[config.mk]
export PLATFORM = sky130hd
export DESIGN_NAME = mem_port_arbiter
export DESIGN_NICKNAME = d
export VERILOG_FILES = /design/src/rtl/arb_pkg.sv /design/src/rtl/mem_port_arbiter_rr_pick8.sv /design/src/rtl/mem_port_arbiter.sv
export SDC_FILE = /design/constraint.sdc
export NUM_CORES = 1
export LEC_CHECK = 0
export ABC_AREA = 1
export CAP_MARGIN = 20
export CORE_MARGIN = 4
export CORE_UTILIZATION = 43
export CTS_CLUSTER_SIZE = 30
export DETAILED_ROUTE_END_ITERATION = 8
export PLACE_DENSITY_LB_ADDON = 0.3
export SLEW_MARGIN = 30
export SYNTH_ARGS = -nofsm -noshare
export SYNTH_HDL_FRONTEND = slang
export SYNTH_HIERARCHICAL = 1
export SYNTH_SLANG_ARGS = --single-unit
export TNS_END_PERCENT = 50
[constraint.sdc]
create_clock -name clk -period 2.7 [get_ports clk]
set_clock_uncertainty 0.15 [all_clocks]
set_input_delay 0.54 -clock clk [delete_from_list [all_inputs] [get_ports clk]]
set_output_delay 0.54 -clock clk [all_outputs]
set_load 0.005 [all_outputs]
[src/rtl/arb_pkg.sv]
// Shared types for the memory port arbiter.
// Requester count, index type, FSM state and operation encodings.
package arb_pkg;
  localparam int NUM_REQ = 8;
  typedef logic [2:0] req_idx_t;
  typedef enum logic {ARB_IDLE, ARB_ACCESS} arb_state_t;
  typedef enum logic {OP_READ, OP_WRITE} arb_op_t;
endpackage

[src/rtl/mem_port_arbiter_rr_pick8.sv]
// rr_pick8: combinational round-robin pick among 8 requests.
// Ports: req_i/ptr_i in; g_o (winning index), valid_o (any request) out.
module rr_pick8
  import arb_pkg::*;
(
  input  logic [NUM_REQ-1:0] req_i,
  input  req_idx_t           ptr_i,
  output req_idx_t           g_o,
  output logic               valid_o
);
  logic [2*NUM_REQ-1:0] dbl;
  logic [NUM_REQ-1:0]   rot;
  req_idx_t             idx;

  // Rotating by ptr puts the highest-priority requester at bit 0.
  assign dbl = {req_i, req_i};
  assign rot = dbl[ptr_i +: NUM_REQ];

  always_comb begin
    idx = '0;
    for (int i = NUM_REQ - 1; i >= 0; i--) begin
      if (rot[i]) idx = req_idx_t'(i);
    end
  end

  assign g_o     = idx + ptr_i;
  assign valid_o = |req_i;
endmodule

[src/rtl/mem_port_arbiter.sv]
// mem_port_arbiter: round-robin owner of the single memory port.
// Ports: clk, rst (async high), req_read/req_write/mem_resp in;
//   sel, mem_read, mem_write, req_resp, busy, timeout_err out.
// Optional macro ARB_TIMEOUT_EN enables the ACCESS abort counter.
module mem_port_arbiter
  import arb_pkg::*;
#(
  parameter req_idx_t RESET_PRIO     = 3'd0,
  parameter int       TIMEOUT_CYCLES = 255
) (
  input  logic               clk,
  input  logic               rst,
  input  logic [NUM_REQ-1:0] req_read,
  input  logic [NUM_REQ-1:0] req_write,
  input  logic               mem_resp,
  output req_idx_t           sel,
  output logic               mem_read,
  output logic               mem_write,
  output logic [NUM_REQ-1:0] req_resp,
  output logic               busy,
  output logic               timeout_err
);
  arb_state_t state_q, state_d;
  arb_op_t    op_q, op_d;
  req_idx_t   sel_q, sel_d;
  req_idx_t   ptr_q, ptr_d;
  req_idx_t   pick_g;
  logic       pick_v;
  logic       tmo;

  rr_pick8 u_pick (
    .req_i   (req_read | req_write),
    .ptr_i   (ptr_q),
    .g_o     (pick_g),
    .valid_o (pick_v)
  );

`ifdef ARB_TIMEOUT_EN
  logic [7:0] cnt_q, cnt_d;
  localparam logic [7:0] CNT_LAST = 8'(TIMEOUT_CYCLES - 1);
`else
  logic unused_tmo_cfg;
  assign unused_tmo_cfg = ^TIMEOUT_CYCLES;
`endif

  always_comb begin
    state_d  = state_q;
    op_d     = op_q;
    sel_d    = sel_q;
    ptr_d    = ptr_q;
    req_resp = '0;
    tmo      = 1'b0;
`ifdef ARB_TIMEOUT_EN
    cnt_d    = cnt_q;
`endif
    unique case (state_q)
      ARB_IDLE: begin
        if (pick_v) begin
          sel_d   = pick_g;
          op_d    = req_write[pick_g] ? OP_WRITE : OP_READ;
          state_d = ARB_ACCESS;
`ifdef ARB_TIMEOUT_EN
          cnt_d   = '0;
`endif
        end
      end
      ARB_ACCESS: begin
        if (mem_resp) begin
          req_resp = NUM_REQ'(1) << sel_q;
          ptr_d    = sel_q + 3'd1;
          state_d  = ARB_IDLE;
        end
`ifdef ARB_TIMEOUT_EN
        else if (cnt_q == CNT_LAST) begin
          tmo     = 1'b1;
          ptr_d   = sel_q + 3'd1;
          state_d = ARB_IDLE;
        end else begin
          cnt_d = cnt_q + 8'd1;
        end
`endif
      end
      default: state_d = ARB_IDLE;
    endcase
  end

  always_ff @(posedge clk or posedge rst) begin
    if (rst) begin
      state_q <= ARB_IDLE;
      op_q    <= OP_READ;
      sel_q   <= '0;
      ptr_q   <= RESET_PRIO;
    end else begin
      state_q <= state_d;
      op_q    <= op_d;
      sel_q   <= sel_d;
      ptr_q   <= ptr_d;
    end
  end

`ifdef ARB_TIMEOUT_EN
  always_ff @(posedge clk or posedge rst) begin
    if (rst) cnt_q <= '0;
    else     cnt_q <= cnt_d;
  end
`endif

  assign sel         = sel_q;
  assign busy        = (state_q == ARB_ACCESS);
  assign mem_read    = busy && (op_q == OP_READ);
  assign mem_write   = busy && (op_q == OP_WRITE);
  assign timeout_err = tmo;
endmodule

Word-level counts from Yosys, hierarchy flattened

Index checks and enable logic that the tools add are counted.

Divide/modulo/power cells: 0
Equal/unequal tests: 0
Mux-type cells: 16
Magnitude comparators: 1
Reductions and logical operators: 5
$add $sub $neg: 2
Bitwise logic cells: 3
Shifts and indexed selects: 2
Multiply operators: 0

Operators by type and width:

| kind                                                                  | number |
|---|---|
| 3-bit two-way mux                                                     | 8 |
| 8-bit two-way mux                                                     | 2 |
| 16-bit by 4-bit indexed part select with 8-bit output                 | 1 |
| 8-bit bitwise OR                                                      | 1 |
| 8-bit OR reduction                                                    | 1 |
| 1-bit by 3-bit left shift with 8-bit output (first input constant)    | 1 |
| 3-bit by 4-bit < comparator with 1-bit output (second input constant) | 1 |
| 1-bit two-way mux                                                     | 4 |
| 2-bit AND reduction                                                   | 2 |
| 3-bit by 1-bit adder with 3-bit output (second input constant)        | 1 |
| 3-bit adder                                                           | 1 |
| 1-bit binary-select mux with 3-bit select                             | 1 |
| 1-bit logical AND                                                     | 2 |
| 1-bit inverter                                                        | 2 |
| 1-bit one-hot mux with 2 select lines                                 | 1 |

Register bits after elaboration: 8
Output and inout bits: 15
Memories kept: 0
Memory bits (read-only): 0
Latch bits: 0
Bits of input ports: 19
RAM bits: 0
Word-level logic and storage cells: 33

Longest topological paths before layout

Gate-level depths: netlist of run 1.

Depth in word-level cells: 14
Depth in mapped cells: 24
Mapped depth without buffers: 23

Cells and area by module

The synthesis of run 1 kept the hierarchy.

Modules (own cells, without submodules):

| module           | area each (um2) | seq. area each (um2) | instances | cells each |
|---|---|---|---|---|
| mem_port_arbiter | 619.3           | 200.2                | 1         | 89 |
| rr_pick8         | 531.8           | 0.0                  | 1         | 98 |

Worst setup path before layout of run 1

OpenSTA, ideal clock, no wires.

Path type: input -> register
From: in req_read[5]
To: reg op_q
Arrival: 2.741 ns
Path slack: -0.260 ns
Required time: 2.482 ns
Setup time: 0.068 ns
Stages: 22
Buffers on the path: 0
Path through: or2_2 -> nand2_1 -> nand3_2 -> nand2_2 -> nand2_1 -> nand2_1 -> nand2_1 -> nand2_1 -> nand2_1 -> nand2_1 -> nand2_1 -> a21oi_1 -> ha_1 -> inv_1 -> fa_1 -> xor2_1 -> nand3b_1 -> nand2_1 -> inv_1 -> nor2_2 -> nand3_1 -> nand3_1

Cells in the longest elaborated chain, start to end: 14
Elaborated cells on any way between the ends: 16
Those cells by class: add/sub: 1; shift: 1; mux: 11; bitwise: 1; reduce/logical: 2

Ends and longest elaborated chain:

| item                                                      | RTL line                        | text |
|---|---|---|
| from (decl)                                               | mem_port_arbiter.sv:13          | `input logic [NUM_REQ-1:0] req_read,` |
| 8-bit bitwise OR (*)                                      | mem_port_arbiter.sv:32          | `.req_i (req_read \| req_write),` |
| 16-bit by 4-bit indexed part select with 8-bit output (*) | mem_port_arbiter_rr_pick8.sv:17 | `assign rot = dbl[ptr_i +: NUM_REQ];` |
| 3-bit two-way mux (7 in series)                           | mem_port_arbiter_rr_pick8.sv:22 | `if (rot[i]) idx = req_idx_t'(i);` |
| 3-bit two-way mux (*)                                     | mem_port_arbiter_rr_pick8.sv:22 |  |
| 3-bit adder (*)                                           | mem_port_arbiter_rr_pick8.sv:26 | `assign g_o = idx + ptr_i;` |
| via pick_g[2]                                             | mem_port_arbiter.sv:27          | `req_idx_t pick_g;` |
| 1-bit binary-select mux with 3-bit select (*)             | mem_port_arbiter.sv:60          | `op_d = req_write[pick_g] ? OP_WRITE : OP_READ;` |
| 1-bit two-way mux (implied by the code) (*)               | mem_port_arbiter.sv:60          |  |
| 1-bit two-way mux (*)                                     | mem_port_arbiter.sv:60          |  |
| to (signal assigned)                                      | mem_port_arbiter.sv:95          | `op_q <= op_d;` |
| to (decl)                                                 | mem_port_arbiter.sv:24          | `arb_op_t op_q, op_d;` |

Mark *: on every way through the listed nets, which the timed path passes. The rest lies on a longest branch. The select of a mux whose other input is x is not followed.
A chain may end at the register's enable or synchronous reset.

Worst setup path after layout of run 1

From: in req_write[0]
To: reg op_q

Cells in the longest elaborated chain, start to end: 14
Elaborated cells on any way between the ends: 16
Those cells by class: add/sub: 1; shift: 1; mux: 11; bitwise: 1; reduce/logical: 2

Ends and longest elaborated chain:

| item                                                      | RTL line                        | text |
|---|---|---|
| from (decl)                                               | mem_port_arbiter.sv:14          | `input logic [NUM_REQ-1:0] req_write,` |
| 8-bit bitwise OR (*)                                      | mem_port_arbiter.sv:32          |  |
| 16-bit by 4-bit indexed part select with 8-bit output (*) | mem_port_arbiter_rr_pick8.sv:17 |  |
| 3-bit two-way mux (7 in series)                           | mem_port_arbiter_rr_pick8.sv:22 |  |
| 3-bit two-way mux (*)                                     | mem_port_arbiter_rr_pick8.sv:22 |  |
| 3-bit adder (*)                                           | mem_port_arbiter_rr_pick8.sv:26 |  |
| via pick_g[2]                                             | mem_port_arbiter.sv:27          |  |
| 1-bit binary-select mux with 3-bit select (*)             | mem_port_arbiter.sv:60          |  |
| 1-bit two-way mux (implied by the code) (*)               | mem_port_arbiter.sv:60          |  |
| 1-bit two-way mux (*)                                     | mem_port_arbiter.sv:60          |  |

Marks and branches as above.

==> impl_metrics.yaml, run 1 <==
logic_synthesis:
  yosys.area.top_type_share_pct: 21.5
  synth_commonest_cells: "66 x nand2_1, 22 x inv_1, 20 x nand3_1"
  ys_seq_area_share_pct: 17.4
  synth.most_common_cell: "nand2_1"
  yosys.area.top_type: "nand2_1"
  ys_ff_latch: 8
  synth_compound_area_share_pct: 4.46
  synth_nets: 214
  syn-cell-area_mm2: 0.00115
  synth-simple-area-share_pct: 54.1
  synth_xor_area_share_pct: 0.761
  synth_edf_count: 0
  syn_area_per_cell_um2: 6.16
  muxShareOfSynthArea_pct: 0
  synthFlopType: "dfrtp_1"
  ys_warn_count: 6
  postSynthCellCount: 187
  synth_top_family_by_area: "simple AND/OR/NAND/NOR gates"
  synthAdderAreaFrac_pct: 9.35
  synthTopCellsByArea: "nand2_1 22%, dfrtp_1 17%, nand3_1 8.7%"
  async_reset_ff_share_pct: 100
  yosysUniqueCellTypes: 27
drt:
  drtIter0Drc: 85
  via_per_inst: 5.42
  antenna_left: 0
  drc: 0
  wl_mm: 4.19
  first_pass_iters: 4
  wl_per_cell_um: 15.0
  vias: 1512
global_routing:
  gr-usage-all-layers_pct: 21.3
  grt_pass1_vias: 1446
  grt_overflow: 0
  grt_pass1_wl_mm: 5.95
  antenna_found_initial: 0
  grt_max_degree: 12
die:
  core_mm2: 0.00252
  die_h_um: 59.7
  fp.dieArea_mm2: 0.00357
  dieWidth_um: 59.7
  pin_count: 34
  initial_utilization_pct: 45.6
  core.rowCount: 18
cells_and_area:
  fin_area_mm2: 0.00189
  fin_nets: 278
  syn_to_final_growth_pct: 64.5
  drive_gt1_share_pct: 49.8
  n_fill_cell: 173
  num_antenna_cells: 0
  final_util_pct: 75.0
sta:
  fin_crit_ps: 3020
  worst_slack_ps: -317
  finalCritPeriodShare_pct: 112
  setup_viol: 3
  maxSlewViolCount: 0
  fin_hold_ws_ps: 421
  rsz0062_at_grt: "yes"
  fmax_mhz: 331
  finalHoldViolations: 0
status:
  status: "finished with violations"
  violations: "negative setup slack"
cts:
  cts_tree: "yes"
  clock_sinks: 8
  clk_latency_ps: 260
  clk_root_buffer_cell: "clkbuf_4"
  htreeDepth: 1
  clk_pin_slew_ps: 50
  numCtsBuffers: 3
  clockBufferDepth: 2
  cts_hold_buf: 0
critical_path:
  cp.arrival_ps: 3010
  crit_fanout: 2
  endpoint_kind: "flip-flop"
  criticalPathCategory: "input port to flip-flop"
  r2r_start: "ptr_q[0]$_DFFE_PP0P_"
  worstPathRequired_ps: 2700
  startpoint: "req_write[0]"
  start_kind: "input port"
placed_design:
  post-dp-hpwl_mm: 2.59
  gp_congestion: 0.815
  portBuffers: 32
  placed_cell_area_mm2: 0.00166
  preCtsSetupSlack_ps: -794
pwr:
  p_per_area_mw_per_mm2: 1330
  p_leak_nw: 0.987
  vdd_drop_max_v: 0.00112
run:
  max_cap_violations: 0
hold_path:
  hold_class: "input port to asynchronous set/reset pin"
==> registers in the layout, summed over array words and instances, names as in the netlist <==
name	flops
busy	1
op_q	1
ptr_q	3
sel	3
==> critical path: stages <==
cell and delay, ps:
buf_6 90, or2_4 250, nand2_2 90, nand3_2 90
nand2_2 110, nand2_2 70, nand2_2 80, nand2_1 50
nand2_1 60, nand2_1 50, nand2_1 50, nand2_1 50
a21oi_2 120, ha_2 180, inv_2 40, fa_2 340
xor2_2 160, nand3b_1 180, nand2_1 100, inv_2 60
inv_2 50, nor2_1 40, nand2_1 80, nand3_2 80
==> worst paths after layout <==
check / slack (ps) / cells past startpoint / to
worst max-delay path: -320 / 24 / op_q$_DFFE_PP0P_
worst min-delay path: 420 / 2 / op_q$_DFFE_PP0P_
worst max register to register: -310 / 23 / op_q$_DFFE_PP0P_
worst min register to register: 420 / 1 / ptr_q[0]$_DFFE_PP0P_
max in group asynchronous: 1710 / 2 / ptr_q[1]$_DFFE_PP0P_
min in group clk: 420 / 1 / ptr_q[0]$_DFFE_PP0P_
==> placed cells by master (no fill, tap or decap) <==
master,n
nand2_1,53
buf_4,28
nand2_2,18
nand3_2,17
inv_1,16
clkdlybuf4s50_1,15
buf_2,11
nand2_4,9
inv_2,8
nand3_1,8
or2_4,8
buf_6,8
nor2_1,7
dfrtp_1,7
ha_1,6
nor3_1,3
clkbuf_4,3
o21ai_1,2
o21ai_0,2
nor2_2,2
nor4_1,2
nor2_4,1
o21ai_2,1
a21oi_1,1
conb_1,1
dlymetal6s2s_1,1
buf_12,1
dfrtp_2,1
inv_12,1
inv_4,1
a21oi_4,1
o21bai_2,1
a21oi_2,1
xor2_2,1
nand3b_1,1
fa_2,1
ha_2,1
==> cell type report <==
type	instances	area (um^2)	area share, %
multi-input cells	148	981	51.8
repair buffers	64	538	28.4
flip-flops and latches	8	201	10.6
inverters	26	113	5.95
well taps	30	37.5	1.98
clock buffers	3	22.5	1.19
==> metrics by stage <==
stage | instances | power [mW] | setup TNS (ps)
2_1_floorplan | 187 | 1.30 | -236
3_3_place_gp | 264 | 1.85 | -2110
3_5_place_dp | 264 | 1.91 | -2460
4_1_cts | 276 | 2.17 | -353
5_1_grt | 279 | 2.72 | -1000
6_report | 279 | 2.51 | -594
==> where the power goes <==
| part | switching (mW) | leakage (nW) | internal [mW] |
|---|---|---|---|
| clock network | 0.0439 | 0.0138 | 0.0511 |
| registers | 0.0833 | 0.0953 | 0.184 |
| logic | 1.20 | 0.878 | 0.946 |
| total | 1.33 | 0.987 | 1.18 |
==> cells by family after synthesis <==
kind of cell,Yosys count
and+or+nand+nor,129
adders and majority gates,8
xor gates and xnor gates,1
other,1
AOI/OAI and AO/OA,9
buffers and inverters,31
DFF,8
==> per-layer routing <==
metal  part of all wire [%]  vias to the layer above  routed length, um  track usage, %
li1                       -                      706                  -               -
met1                     40                      680               1660            26.6
met2                     48                       96               2020            36.0
met3                    7.4                       30                309            3.89
met4                    5.0                        0                208            8.54
met5                      0                        -                  0               0
==> what timing repair did <==
| action | 4_1_cts | 5_1_grt |
|---|---|---|
| pin swaps | 34 | 16 |
| resized for setup | 79 | 29 |
| endpoints found under the setup margin | 3 | 6 |
| buffers inserted | 9 | 5 |
No activity file was read; power rests on OpenSTA's default activity.
==> run 2: changes to the inputs <==
--- a/config.mk
+++ b/config.mk
@@ -9,7 +9,7 @@
 export CAP_MARGIN = 20
 export CORE_MARGIN = 4
 export CORE_UTILIZATION = 43
-export CTS_CLUSTER_SIZE = 30
+export CTS_CLUSTER_SIZE = 16
 export DETAILED_ROUTE_END_ITERATION = 8
 export PLACE_DENSITY_LB_ADDON = 0.3
 export SLEW_MARGIN = 30
==> results of run 2 <==
No change in the layout: final DEF, timing and power equal those of run 1.
==> run 3: changes to the inputs <==
--- a/config.mk
+++ b/config.mk
@@ -11,7 +11,7 @@
 export CORE_UTILIZATION = 43
 export CTS_CLUSTER_SIZE = 16
 export DETAILED_ROUTE_END_ITERATION = 8
-export PLACE_DENSITY_LB_ADDON = 0.3
+export PLACE_DENSITY = 0.86
 export SLEW_MARGIN = 30
 export SYNTH_ARGS = -nofsm -noshare
 export SYNTH_HDL_FRONTEND = slang
==> run 3 against run 2 <==
Against the previous run:
- the flow still finishes with violations (negative setup slack)
- routed wire length fell by 27%
- cell count down 3.6%
- worst setup slack better by 100 ps
- first-iteration DRC count down 49%
- critical path depth is the same
==> impl_metrics.yaml, run 3 (synthesis gave the netlist of run 1 again) <==
global_routing:
  antenna_found_initial: 0
  grt_pass1_wl_mm: 5.19
  grt_max_degree: 12
  grt_overflow: 0
  gr-usage-all-layers_pct: 18.6
  grt_pass1_vias: 1238
cells_and_area:
  num_antenna_cells: 0
  drive_gt1_share_pct: 38.1
  final_common_cell: "nand2_1"
  fin_area_mm2: 0.00167
  fin_nets: 268
  syn_to_final_growth_pct: 45.2
  fin_cells: 269
  layout_common_cells: "59 x nand2_1, 21 x buf_4, 19 x inv_1, 19 x nand3_1, 17 x nand2_2"
  final_util_pct: 66.3
drt:
  antenna_left: 0
  wl_per_cell_um: 11.4
  first_pass_iters: 4
  wl_mm: 3.07
  drtIter0Drc: 43
  via_per_inst: 5.03
  vias: 1354
  drc: 0
critical_path:
  r2r_start: "ptr_q[0]$_DFFE_PP0P_"
  start_kind: "input port"
  endpoint_kind: "flip-flop"
  reg2reg_depth: 23
  cp.arrival_ps: 2900
  r2r-end: "op_q$_DFFE_PP0P_"
  startpoint: "req_read[6]"
  criticalPathCategory: "input port to flip-flop"
  crit_fanout: 3
  worstPathRequired_ps: 2690
  ff2ff_setup_slack_ps: -180
sta:
  rsz0062_at_grt: "yes"
  finalHoldViolations: 0
  fmax_mhz: 343
  worst_slack_ps: -217
  fin_crit_ps: 2920
  fin_hold_ws_ps: 376
  setup_viol: 3
  finalCritPeriodShare_pct: 108
  setup_tns_ps: -430
  maxSlewViolCount: 0
placed_design:
  preCtsSetupSlack_ps: -786
  placed_cell_area_mm2: 0.00165
  post-dp-hpwl_mm: 2.50
  dp.cells: 263
  portBuffers: 32
  gp_congestion: 0.839
cts:
  htreeDepth: 1
  clockBufferDepth: 2
  clk_root_buffer_cell: "clkbuf_4"
  clk_latency_ps: 250
  clock_sinks: 8
  cts_hold_buf: 0
  clk_pin_slew_ps: 50
  numCtsBuffers: 3
  cts_tree: "yes"
pwr:
  power_mw: 2.10
  vdd_drop_max_v: 0.000798
  p_per_area_mw_per_mm2: 1250
  p_leak_nw: 0.893
die:
  dieWidth_um: 59.7
  core_mm2: 0.00252
  core.rowCount: 18
  pin_count: 34
  fp.dieArea_mm2: 0.00357
  die_h_um: 59.7
  initial_utilization_pct: 45.6
status:
  violations: "negative setup slack"
  status: "finished with violations"
run:
  max_cap_violations: 0
hold_path:
  hold_class: "input port to asynchronous set/reset pin"
-- run 3: cell types whose count changed in the layout (fill, tap and decap cells not counted), sizes merged --
cell,delta
buf,-10
-- run 3: repair_timing --
| action | CTS | global route |
|---|---|---|
| gates resized for setup | 67 | 4 |
| pin swaps | 32 | 12 |
| endpoints found under the setup margin | 3 | 4 |
| setup buffers | 3 | 0 |
-- run 3: per-layer routing --
layer | up-vias | track usage (%) | share of wire [%]
met5 | - | 0 | 0
met4 | 0 | 3.16 | 0.94
met3 | 4 | 5.18 | 5.8
met2 | 47 | 30.7 | 49
met1 | 621 | 24.3 | 44
li1 | 682 | - | -
-- run 3: worst max-delay path: stages --
cell	delay (ps)
buf_2	90
or2_4	260
nand2_2	90
nand3_2	80
nand2_2	90
nand2_2	60
nand2_1	70
nand2_1	50
nand2_1	60
nand2_1	40
nand2_1	50
nand2_1	60
a21oi_2	130
ha_2	180
inv_2	30
fa_2	350
xor2_2	170
nand3b_1	160
nand2_1	90
inv_2	60
inv_2	50
nor2_2	30
nand2_1	60
nand3_1	70
-- run 3: worst max-delay path by stage --
stage,slack (ps),end
2_1_floorplan,-150,op_q$_DFFE_PP0P_
3_3_place_gp,-730,op_q$_DFFE_PP0P_
3_5_place_dp,-790,op_q$_DFFE_PP0P_
4_1_cts,-160,op_q$_DFFE_PP0P_
5_1_grt,-390,op_q$_DFFE_PP0P_
6_report,-220,op_q$_DFFE_PP0P_
-- run 3: final cells by class --
class,count,area [um^2]
Clock buffer,3,22.5
Fill cell,210,851
Sequential cell,8,200
Timing Repair Buffer,54,433
Inverter,26,108
Multi-Input combinational cell,148,871
Tap cell,30,37.5
-- run 3: power by group --
| group | total [mW] | internal, mW | switching, mW |
|---|---|---|---|
| combinational | 1.74 | 0.777 | 0.962 |
| clock | 0.0921 | 0.0509 | 0.0412 |
| sequential | 0.266 | 0.182 | 0.0841 |
| total | 2.10 | 1.01 | 1.09 |
